`src/rtl/pipe_hazard_pkg.sv`:
```
// Shared types for the LEGv8 hazard/forwarding unit: scoreboard entries,
// forwarding select encoding and the match helper used by both operands.
package pipe_hazard_pkg;

  // Scoreboard register fields are held at a fixed width; REG_AW must not exceed it.
  localparam int unsigned SB_AW        = 8;
  localparam int unsigned DEF_ZERO_REG = 31;

  typedef enum logic [1:0] {
    FWD_RF  = 2'b00,
    FWD_WB  = 2'b01,
    FWD_MEM = 2'b10
  } fwd_sel_t;

  typedef struct packed {
    logic             valid;
    logic [SB_AW-1:0] rd;
    logic             regwrite;
    logic             memread;
  } sb_entry_t;

  typedef struct packed {
    sb_entry_t        sb;
    logic [SB_AW-1:0] rn;
    logic [SB_AW-1:0] rm;
    logic             use_rn;
    logic             use_rm;
  } ex_entry_t;

  function automatic logic fwd_hit(input logic             wr,
                                   input logic [SB_AW-1:0] rd,
                                   input logic [SB_AW-1:0] src_reg,
                                   input logic             src_use,
                                   input logic [SB_AW-1:0] zero_reg);
    return wr && (rd == src_reg) && (src_reg != zero_reg) && src_use;
  endfunction

endpackage

```
`src/rtl/hazard_fwd_mux.sv`:
```
// Per-operand forwarding: picks MEM over WB over register file for one EX source.
module hazard_fwd_mux
  import pipe_hazard_pkg::*;
#(
  parameter int unsigned DATA_W   = 64,
  parameter int unsigned ZERO_REG = DEF_ZERO_REG
) (
  input  logic [SB_AW-1:0]  src_reg,
  input  logic              src_use,
  input  logic              mem_wr,
  input  logic [SB_AW-1:0]  mem_rd,
  input  logic              wb_wr,
  input  logic [SB_AW-1:0]  wb_rd,
  input  logic [DATA_W-1:0] rf_val,
  input  logic [DATA_W-1:0] mem_val,
  input  logic [DATA_W-1:0] wb_val,
  output fwd_sel_t          sel,
  output logic [DATA_W-1:0] val
);

  localparam logic [SB_AW-1:0] ZERO_ID = SB_AW'(ZERO_REG);

  always_comb begin
    sel = FWD_RF;
    if (fwd_hit(mem_wr, mem_rd, src_reg, src_use, ZERO_ID))
      sel = FWD_MEM;
    else if (fwd_hit(wb_wr, wb_rd, src_reg, src_use, ZERO_ID))
      sel = FWD_WB;
  end

  always_comb begin
    case (sel)
      FWD_MEM: val = mem_val;
      FWD_WB:  val = wb_val;
      default: val = rf_val;
    endcase
  end

endmodule

```
`src/rtl/pipe_hazard_unit.sv`:
```
// Hazard, forwarding and flush controller for the 5-stage LEGv8 pipeline,
// with an EX/MEM/WB destination scoreboard and saturating event counters.
module pipe_hazard_unit
  import pipe_hazard_pkg::*;
#(
  parameter int unsigned DATA_W   = 64,
  parameter int unsigned REG_AW   = 5,
  parameter int unsigned ZERO_REG = DEF_ZERO_REG,
  parameter int unsigned CNT_W    = 16
) (
  input  logic              Clock,
  input  logic              Reset_n,
  input  logic              id_valid,
  input  logic [REG_AW-1:0] id_rn,
  input  logic [REG_AW-1:0] id_rm,
  input  logic [REG_AW-1:0] id_rd,
  input  logic              id_use_rn,
  input  logic              id_use_rm,
  input  logic              id_regwrite,
  input  logic              id_memread,
  input  logic              mem_branch_taken,
  input  logic [DATA_W-1:0] ex_a_rf,
  input  logic [DATA_W-1:0] ex_b_rf,
  input  logic [DATA_W-1:0] mem_alu_result,
  input  logic [DATA_W-1:0] wb_write_data,
  output logic              pc_write,
  output logic              ifid_write,
  output logic              idex_bubble,
  output logic              flush_ifid,
  output logic              flush_idex,
  output logic              flush_exmem,
  output logic [1:0]        fwd_a_sel,
  output logic [1:0]        fwd_b_sel,
  output logic [DATA_W-1:0] ex_a,
  output logic [DATA_W-1:0] ex_b,
  output logic [CNT_W-1:0]  stall_cnt,
  output logic [CNT_W-1:0]  flush_cnt
);

  localparam logic [SB_AW-1:0] ZERO_ID = SB_AW'(ZERO_REG);

  ex_entry_t ex_q, ex_d;
  sb_entry_t mem_q, mem_d, wb_q;

  logic [SB_AW-1:0] id_rn_x, id_rm_x;
  logic             stall_raw, stall_eff, flush;
  fwd_sel_t         a_sel, b_sel;

  assign id_rn_x = SB_AW'(id_rn);
  assign id_rm_x = SB_AW'(id_rm);

  assign stall_raw = id_valid && ex_q.sb.valid && ex_q.sb.memread && (ex_q.sb.rd != ZERO_ID) &&
                     ((id_use_rn && (id_rn_x == ex_q.sb.rd)) ||
                      (id_use_rm && (id_rm_x == ex_q.sb.rd)));
  assign flush     = mem_branch_taken;
  // A taken branch squashes the stalled instruction anyway, so the stall is dropped.
  assign stall_eff = stall_raw && !flush;

  assign pc_write    = !stall_eff;
  assign ifid_write  = !stall_eff;
  assign idex_bubble = stall_eff;
  assign flush_ifid  = flush;
  assign flush_idex  = flush;
  assign flush_exmem = flush;

  always_comb begin
    ex_d = '0;
    if (!flush && !stall_eff) begin
      ex_d.sb.valid    = id_valid;
      ex_d.sb.rd       = SB_AW'(id_rd);
      ex_d.sb.regwrite = id_regwrite;
      ex_d.sb.memread  = id_memread;
      ex_d.rn          = id_rn_x;
      ex_d.rm          = id_rm_x;
      ex_d.use_rn      = id_use_rn;
      ex_d.use_rm      = id_use_rm;
    end
    mem_d = flush ? '0 : ex_q.sb;
  end

  always_ff @(posedge Clock or negedge Reset_n) begin
    if (!Reset_n) begin
      ex_q      <= '0;
      mem_q     <= '0;
      wb_q      <= '0;
      stall_cnt <= '0;
      flush_cnt <= '0;
    end else begin
      ex_q  <= ex_d;
      mem_q <= mem_d;
      wb_q  <= mem_q;
      if (stall_eff && (stall_cnt != '1))
        stall_cnt <= stall_cnt + CNT_W'(1);
      if (flush && (flush_cnt != '1))
        flush_cnt <= flush_cnt + CNT_W'(1);
    end
  end

  hazard_fwd_mux #(
    .DATA_W  (DATA_W),
    .ZERO_REG(ZERO_REG)
  ) u_fwd_a (
    .src_reg(ex_q.rn),
    .src_use(ex_q.use_rn),
    .mem_wr (mem_q.valid && mem_q.regwrite),
    .mem_rd (mem_q.rd),
    .wb_wr  (wb_q.valid && wb_q.regwrite),
    .wb_rd  (wb_q.rd),
    .rf_val (ex_a_rf),
    .mem_val(mem_alu_result),
    .wb_val (wb_write_data),
    .sel    (a_sel),
    .val    (ex_a)
  );

  hazard_fwd_mux #(
    .DATA_W  (DATA_W),
    .ZERO_REG(ZERO_REG)
  ) u_fwd_b (
    .src_reg(ex_q.rm),
    .src_use(ex_q.use_rm),
    .mem_wr (mem_q.valid && mem_q.regwrite),
    .mem_rd (mem_q.rd),
    .wb_wr  (wb_q.valid && wb_q.regwrite),
    .wb_rd  (wb_q.rd),
    .rf_val (ex_b_rf),
    .mem_val(mem_alu_result),
    .wb_val (wb_write_data),
    .sel    (b_sel),
    .val    (ex_b)
  );

  assign fwd_a_sel = a_sel;
  assign fwd_b_sel = b_sel;

  // memread is only meaningful in EX; later copies are carried for completeness.
  logic unused_memread;
  assign unused_memread = mem_q.memread ^ wb_q.memread;

endmodule

```
`config.mk`:
```
export PLATFORM = sky130hd
export DESIGN_NAME = pipe_hazard_unit
export DESIGN_NICKNAME = d
export VERILOG_FILES = /design/src/rtl/pipe_hazard_pkg.sv /design/src/rtl/hazard_fwd_mux.sv /design/src/rtl/pipe_hazard_unit.sv
export SDC_FILE = /design/constraint.sdc
export NUM_CORES = 1
export LEC_CHECK = 0
export ABC_AREA = 1
export CAP_MARGIN = 20
export CORE_AREA = 3 3 172 174
export DETAILED_ROUTE_END_ITERATION = 6
export DIE_AREA = 0 0 175 177
export SLEW_MARGIN = 20
export SYNTH_ARGS = -nofsm -noshare
export SYNTH_HDL_FRONTEND = slang
export SYNTH_SLANG_ARGS = --single-unit
```
`constraint.sdc`:
```
create_clock -name Clock -period 3.7 [get_ports Clock]
set_clock_uncertainty 0.1 [all_clocks]
set_input_delay 0.74 -clock Clock [delete_from_list [all_inputs] [get_ports Clock]]
set_output_delay 0.74 -clock Clock [all_outputs]
set_load 0.02 [all_outputs]
```
; Yosys cells after proc, flatten, opt, wreduce, memory -nomap -nowiden
; Index checks and enable logic that the tools add are counted.
[word_totals]
register_bits = 81
in_bits = 279
output_inout_bits = 170
word_cells = 68
[classes]
add_sub_neg = 2
eq_ne = 15
muxes = 8
n_reduce_logical = 27
[ops]
columns = cell, n
row1 = $pmux W64 S2, 2
row2 = $add A16 B1 Y16 const B, 2
row3 = $eq A8 B8 Y1, 4
row4 = $ne A16 B16 Y1 const B, 2
row5 = $mux W29, 1
row6 = $logic_and A1 B1 Y1, 24
row7 = $ne A8 B5 Y1 const B, 3
row8 = $eq A5 B8 Y1, 2
row9 = $mux W11, 1
row10 = $eq A2 B1 Y1 const B, 2
row11 = $eq A2 B2 Y1 const B, 2
row12 = $mux W2, 2
row13 = $logic_not A1 Y1, 2
row14 = $mux W1, 2
row15 = $logic_or A1 B1 Y1, 1

; Longest topological paths before layout
[depth]
ltp_word = 8
mapped_depth = 11
mapped_depth_nobuf = 11

; Hierarchy
; Synthesis repeated with hierarchy kept, for this count alone.
[hier_totals]
cells_unflattened = 1566
hier_area_um2 = 8135.3
[modules_own_cells]
columns = module, n_inst, cells_each, area_each_um2, seq_area_each_um2
row1 = hazard_fwd_mux, 2, 593, 2469.9, 0.0
row2 = pipe_hazard_unit, 1, 380, 3195.6, 1651.6

; Worst setup path before layout
; Ideal clock, no wire load.
[synth_timing]
path_type = input to output
from = input port id_rm[0]
to = output port pc_write
arrival_ps = 1520
required_ps = 2860
slack_ps = 1340
stages = 8
path_buffers = 1
cell_sequence = inv_1 -> nand2_1 -> nand2_1 -> nor2_1 -> nand3_1 -> nand2_2 -> nand3_2 -> buf_4
[synth_via]
elab_chain_cells = 6
[synth_rtl]
columns = item, line
row1 = "start, declared", pipe_hazard_unit.sv:15  ; input logic [REG_AW-1:0] id_rm,
row2 = $eq A5 B8 Y1, pipe_hazard_unit.sv:54  ; (id_use_rm && (id_rm_x == ex_q.sb.rd)));
row3 = $logic_and A1 B1 Y1, pipe_hazard_unit.sv:54
row4 = $logic_or A1 B1 Y1, pipe_hazard_unit.sv:53  ; ((id_use_rn && (id_rn_x == ex_q.sb.rd)) ||
row5 = $logic_and A1 B1 Y1, pipe_hazard_unit.sv:52  ; assign stall_raw = id_valid && ex_q.sb.valid && ex_q.sb.memread && (ex_q.sb.rd != ZERO_ID) &&
row6 = $logic_and A1 B1 Y1, pipe_hazard_unit.sv:57  ; assign stall_eff = stall_raw && !flush;
row7 = $logic_not A1 Y1, -
row8 = "end, declared", pipe_hazard_unit.sv:26  ; output logic pc_write,
; Every way passes these cells.

; Worst setup path after layout
[layout_timing]
from = register ex_q[14] (netlist name)
to = output port ex_a[9]
[layout_via]
elab_chain_cells = 8
elab_cells_between_ends = 14
classes_between = eq/ne: 5 / mux: 3 / reduce/logical: 6
[layout_rtl]
columns = item, line
row1 = "start, declared", pipe_hazard_unit.sv:42  ; ex_entry_t ex_q, ex_d;
row2 = "start signal, assigned", pipe_hazard_unit.sv:83  ; ex_q <= '0;
row3 = "start signal, assigned", pipe_hazard_unit.sv:89  ; ex_q <= ex_d;
row4 = $eq A8 B8 Y1, pipe_hazard_pkg.sv:35  ; return wr && (rd == src_reg) && (src_reg != zero_reg) && src_use;
row5 = $logic_and A1 B1 Y1 (3 in a row), pipe_hazard_pkg.sv:35
row6 = $mux W1, hazard_fwd_mux.sv:27  ; else if (fwd_hit(wb_wr, wb_rd, src_reg, src_use, ZERO_ID))
row7 = $mux W2 *, hazard_fwd_mux.sv:25  ; if (fwd_hit(mem_wr, mem_rd, src_reg, src_use, ZERO_ID))
row8 = $eq A2 B1 Y1 / $eq A2 B2 Y1 (equally long branches), hazard_fwd_mux.sv:32  ; case (sel)
row9 = $pmux W64 S2 *, hazard_fwd_mux.sv:32
row10 = "end, declared", pipe_hazard_unit.sv:34  ; output logic [DATA_W-1:0] ex_a,
; Mark *: on every way between the ends. The rest lies on a longest branch, timed or not.

==> results.cfg <==
[run_status]
outcome = finished clean

[yosys]
yosysUniqueCellTypes = 28
synth.area.top_cells = nand3_1, dfrtp_1, nand2_1
synth_edf_count = 0
yosysTopAreaCell = nand3_1
yosys_warnings = 0
yosys.area.top_type_share_pct = 33.63
ys_ff_latch = 66
synthFlopType = dfrtp_1
syn-instance-count = 1033
yosys-top-cells-count = nand3_1, nand2_1, nor2_1, dfrtp_1, buf_2
yosysSeqAreaShare_pct = 25.81
async_flop_share_pct = 100.0
syn-mean-instance-area_sq_um = 6.195
synth_most_common_cell = nand3_1
syn-num-nets = 1314
synth_area_sq_mm = 0.006400

[hold_path]
whs_path_depth = 0
hold_class = flop to flop
hold_end = wb_q[10]
hold_start = mem_q[10]

[floorplanning]
core_sq_mm = 0.02793
die_w_microns = 175
ios = 449
start_util_pct = 22.91
die_area_sq_mm = 0.03098
die_height_microns = 177
rows = 61

[worst_setup_path]
path_class = flop to output port
crit_top_cell = nand3_1
crit_path_start_kind = flop
reg2regPathDepth = 9
worst_setup_path_end_kind = output port
r2r-start = flush_cnt[0]
r2r_end = flush_cnt[7]
path_max_fanout = 39
cp.required_ns = 2.86
slowest_delay_ns = 0.63
path_cells = nand3_1, nor2_2, nor3_4, buf_4, nand4_1, nand3_1, clkdlybuf4s50_1
cp_data_arrival_time_ns = 2.73
slowest_stage = clkdlybuf4s50_1
r2r_slack_ns = 1.66

[detailed_routing]
wl_per_cell_microns = 21.58
drtPass1Iterations = 6
ant_nets = 0
drc = 0
drt_wl_total_microns = 39430
vias = 9229
drtIter0Drc = 1050
vias_per_cell = 5.051

[global_routing]
grt_usage_pct = 24.05
antenna_found_initial = 18
grt_first_pass_wirelength_microns = 57590
grt_overflow = 0
grt_max_degree = 66
grt_pass1_vias = 8931

[timing]
min_period_ns = 3.567
slew_headroom_pct = 42.09
post-route-period-util_pct = 96.40
slew_violations = 0
setup_viol = 0
holdWs_ns = 0.3054
tightestPinTransition_ns = 0.8687
clock.fmax_mhz = 280.4
rsz0062_at_grt = true
hold_viol = 0

[clock_tree]
cts_sinks = 66
root_buffer = clkbuf_16
clk_pin_slew_worst_paths_ns = 0.06
clock_path_buffers = 2
cts_hold_buf = 0
insertion_delay_ns = 0.32
tritoncts = done
cts.htree.levels = 3
cts_buffers = 9

[cells_and_area]
area_growth_pct = 81.50
fin_nets = 1708
nFillCells = 2893
fin_area_sq_mm = 0.01162
drive_gt1_share_pct = 4.749

[placement]
io_buffers = 448
place.gp.congestion = 0.9254
dp_hpwl_microns = 30480
postPlaceCellArea_sq_mm = 0.01124

[power]
peakVddDrop_mv = 0.3534
power.density_mw_per_mm2 = 234.8
power.leakage_nw = 4.880

[job]
drv_cap = 0
[placed cells by master, fill, tap and decap left out, drive strengths merged, types with 2 or more instances in the layout]
| cell | netlist | final |
|---|---|---|
| clkdlybuf4s50 | 0 | 446 |
| nand3 | 431 | 431 |
| nand2 | 207 | 207 |
| nor2 | 78 | 78 |
| dfrtp | 66 | 66 |
| inv | 53 | 54 |
| nand4 | 44 | 44 |
| xor2 | 26 | 26 |
| buf | 79 | 25 |
| diode | 0 | 17 |
| xnor2 | 14 | 14 |
| nor3 | 12 | 12 |
| clkbuf | 9 | 9 |
| o21ai | 5 | 5 |
| clkinv | 0 | 3 |
| a21oi | 2 | 2 |
| ha | 2 | 2 |
| clkinvlp | 0 | 2 |
[critical path, delay by kind of cell, from the launching register on]
kind	cells	cell delay (ns)
buf+inv	2	1.11
flops	1	0.43
simple gates	5	0.84
[logic make-up after synthesis]
family,count (synthesis),share of synthesized area (%)
XOR/XNOR,40,5.474
adder cells (fa/ha/maj),2,0.3909
flip-flops,66,25.81
AO/OA/AOI/OAI,8,0.6452
AND/OR/NAND/NOR,776,56.89
buffers and inverters,141,10.79
[area by class of cell]
cell class | instances | area, sq um | area share (%)
diodes | 17 | 42.54 | 0.3662
clock buffers | 9 | 225.2 | 1.939
clock inverters | 7 | 68.82 | 0.5924
inverters | 53 | 198.9 | 1.713
multi-input cells | 826 | 4149 | 35.72
flip-flops and latches | 66 | 1652 | 14.22
well taps | 378 | 473.0 | 4.072
repair buffers | 471 | 4807 | 41.38
[worst max path at each step]
stage,startpoint,endpoint,slack [ns],cells after the start
after global placement,id_rn[0],idex_bubble,0.36,10
after CTS,mem_q[3],ex_a[41],0.03,7
after global routing,ex_q[14],ex_a[41],-0.03,7
after floorplan,id_rm[0],pc_write,1.34,8
after detailed placement,id_rn[4],idex_bubble,0.36,10
final,ex_q[14],ex_a[9],0.13,7
[sequential cells by signal, summed over array words and instances, names as in the netlist]
name,count
wb_q,7
ex_q,20
stall_cnt,16
mem_q,7
flush_cnt,16
[timing repair]
item | in CTS | in global routing
buffers inserted | 0 | 0
resized for setup | 0 | 6
setup endpoints to repair | 0 | 58
[layer usage]
layer / wire length [microns] / vias up / part of all wire [%] / GRT usage [%]
met2: 18710 / 510 / 47 / 37.94
li1: - / 4344 / - / -
met5: 13 / - / 0.033 / 0
met1: 16090 / 4305 / 41 / 31.70
met3: 3417 / 68 / 8.7 / 5.384
met4: 1206 / 2 / 3.1 / 10.24
[power by group]
part           total (W)  switching [W]  internal [W]
sequential      0.000847      0.0000722      0.000775
combinational    0.00105       0.000501      0.000546
clock           0.000833       0.000314      0.000519
total            0.00273       0.000887       0.00184
[metrics by stage]
step / setup slack [ns] / instances / total power, W / setup TNS, ns / utilization, %
after global placement: 0.3566 / 1794 / 0.001895 / 0 / 40.25
after floorplan: 1.340 / 1033 / 0.001212 / 0 / -
after detailed placement: 0.3573 / 1794 / 0.001899 / 0 / 40.25
after CTS: 0.02875 / 1810 / 0.002747 / 0 / 41.31
final: 0.1331 / 1827 / 0.002728 / 0 / 41.58
after global routing: -0.02731 / 1827 / 0.002856 / -0.03803 / 41.58
No activity file was read; power rests on OpenSTA's default activity.
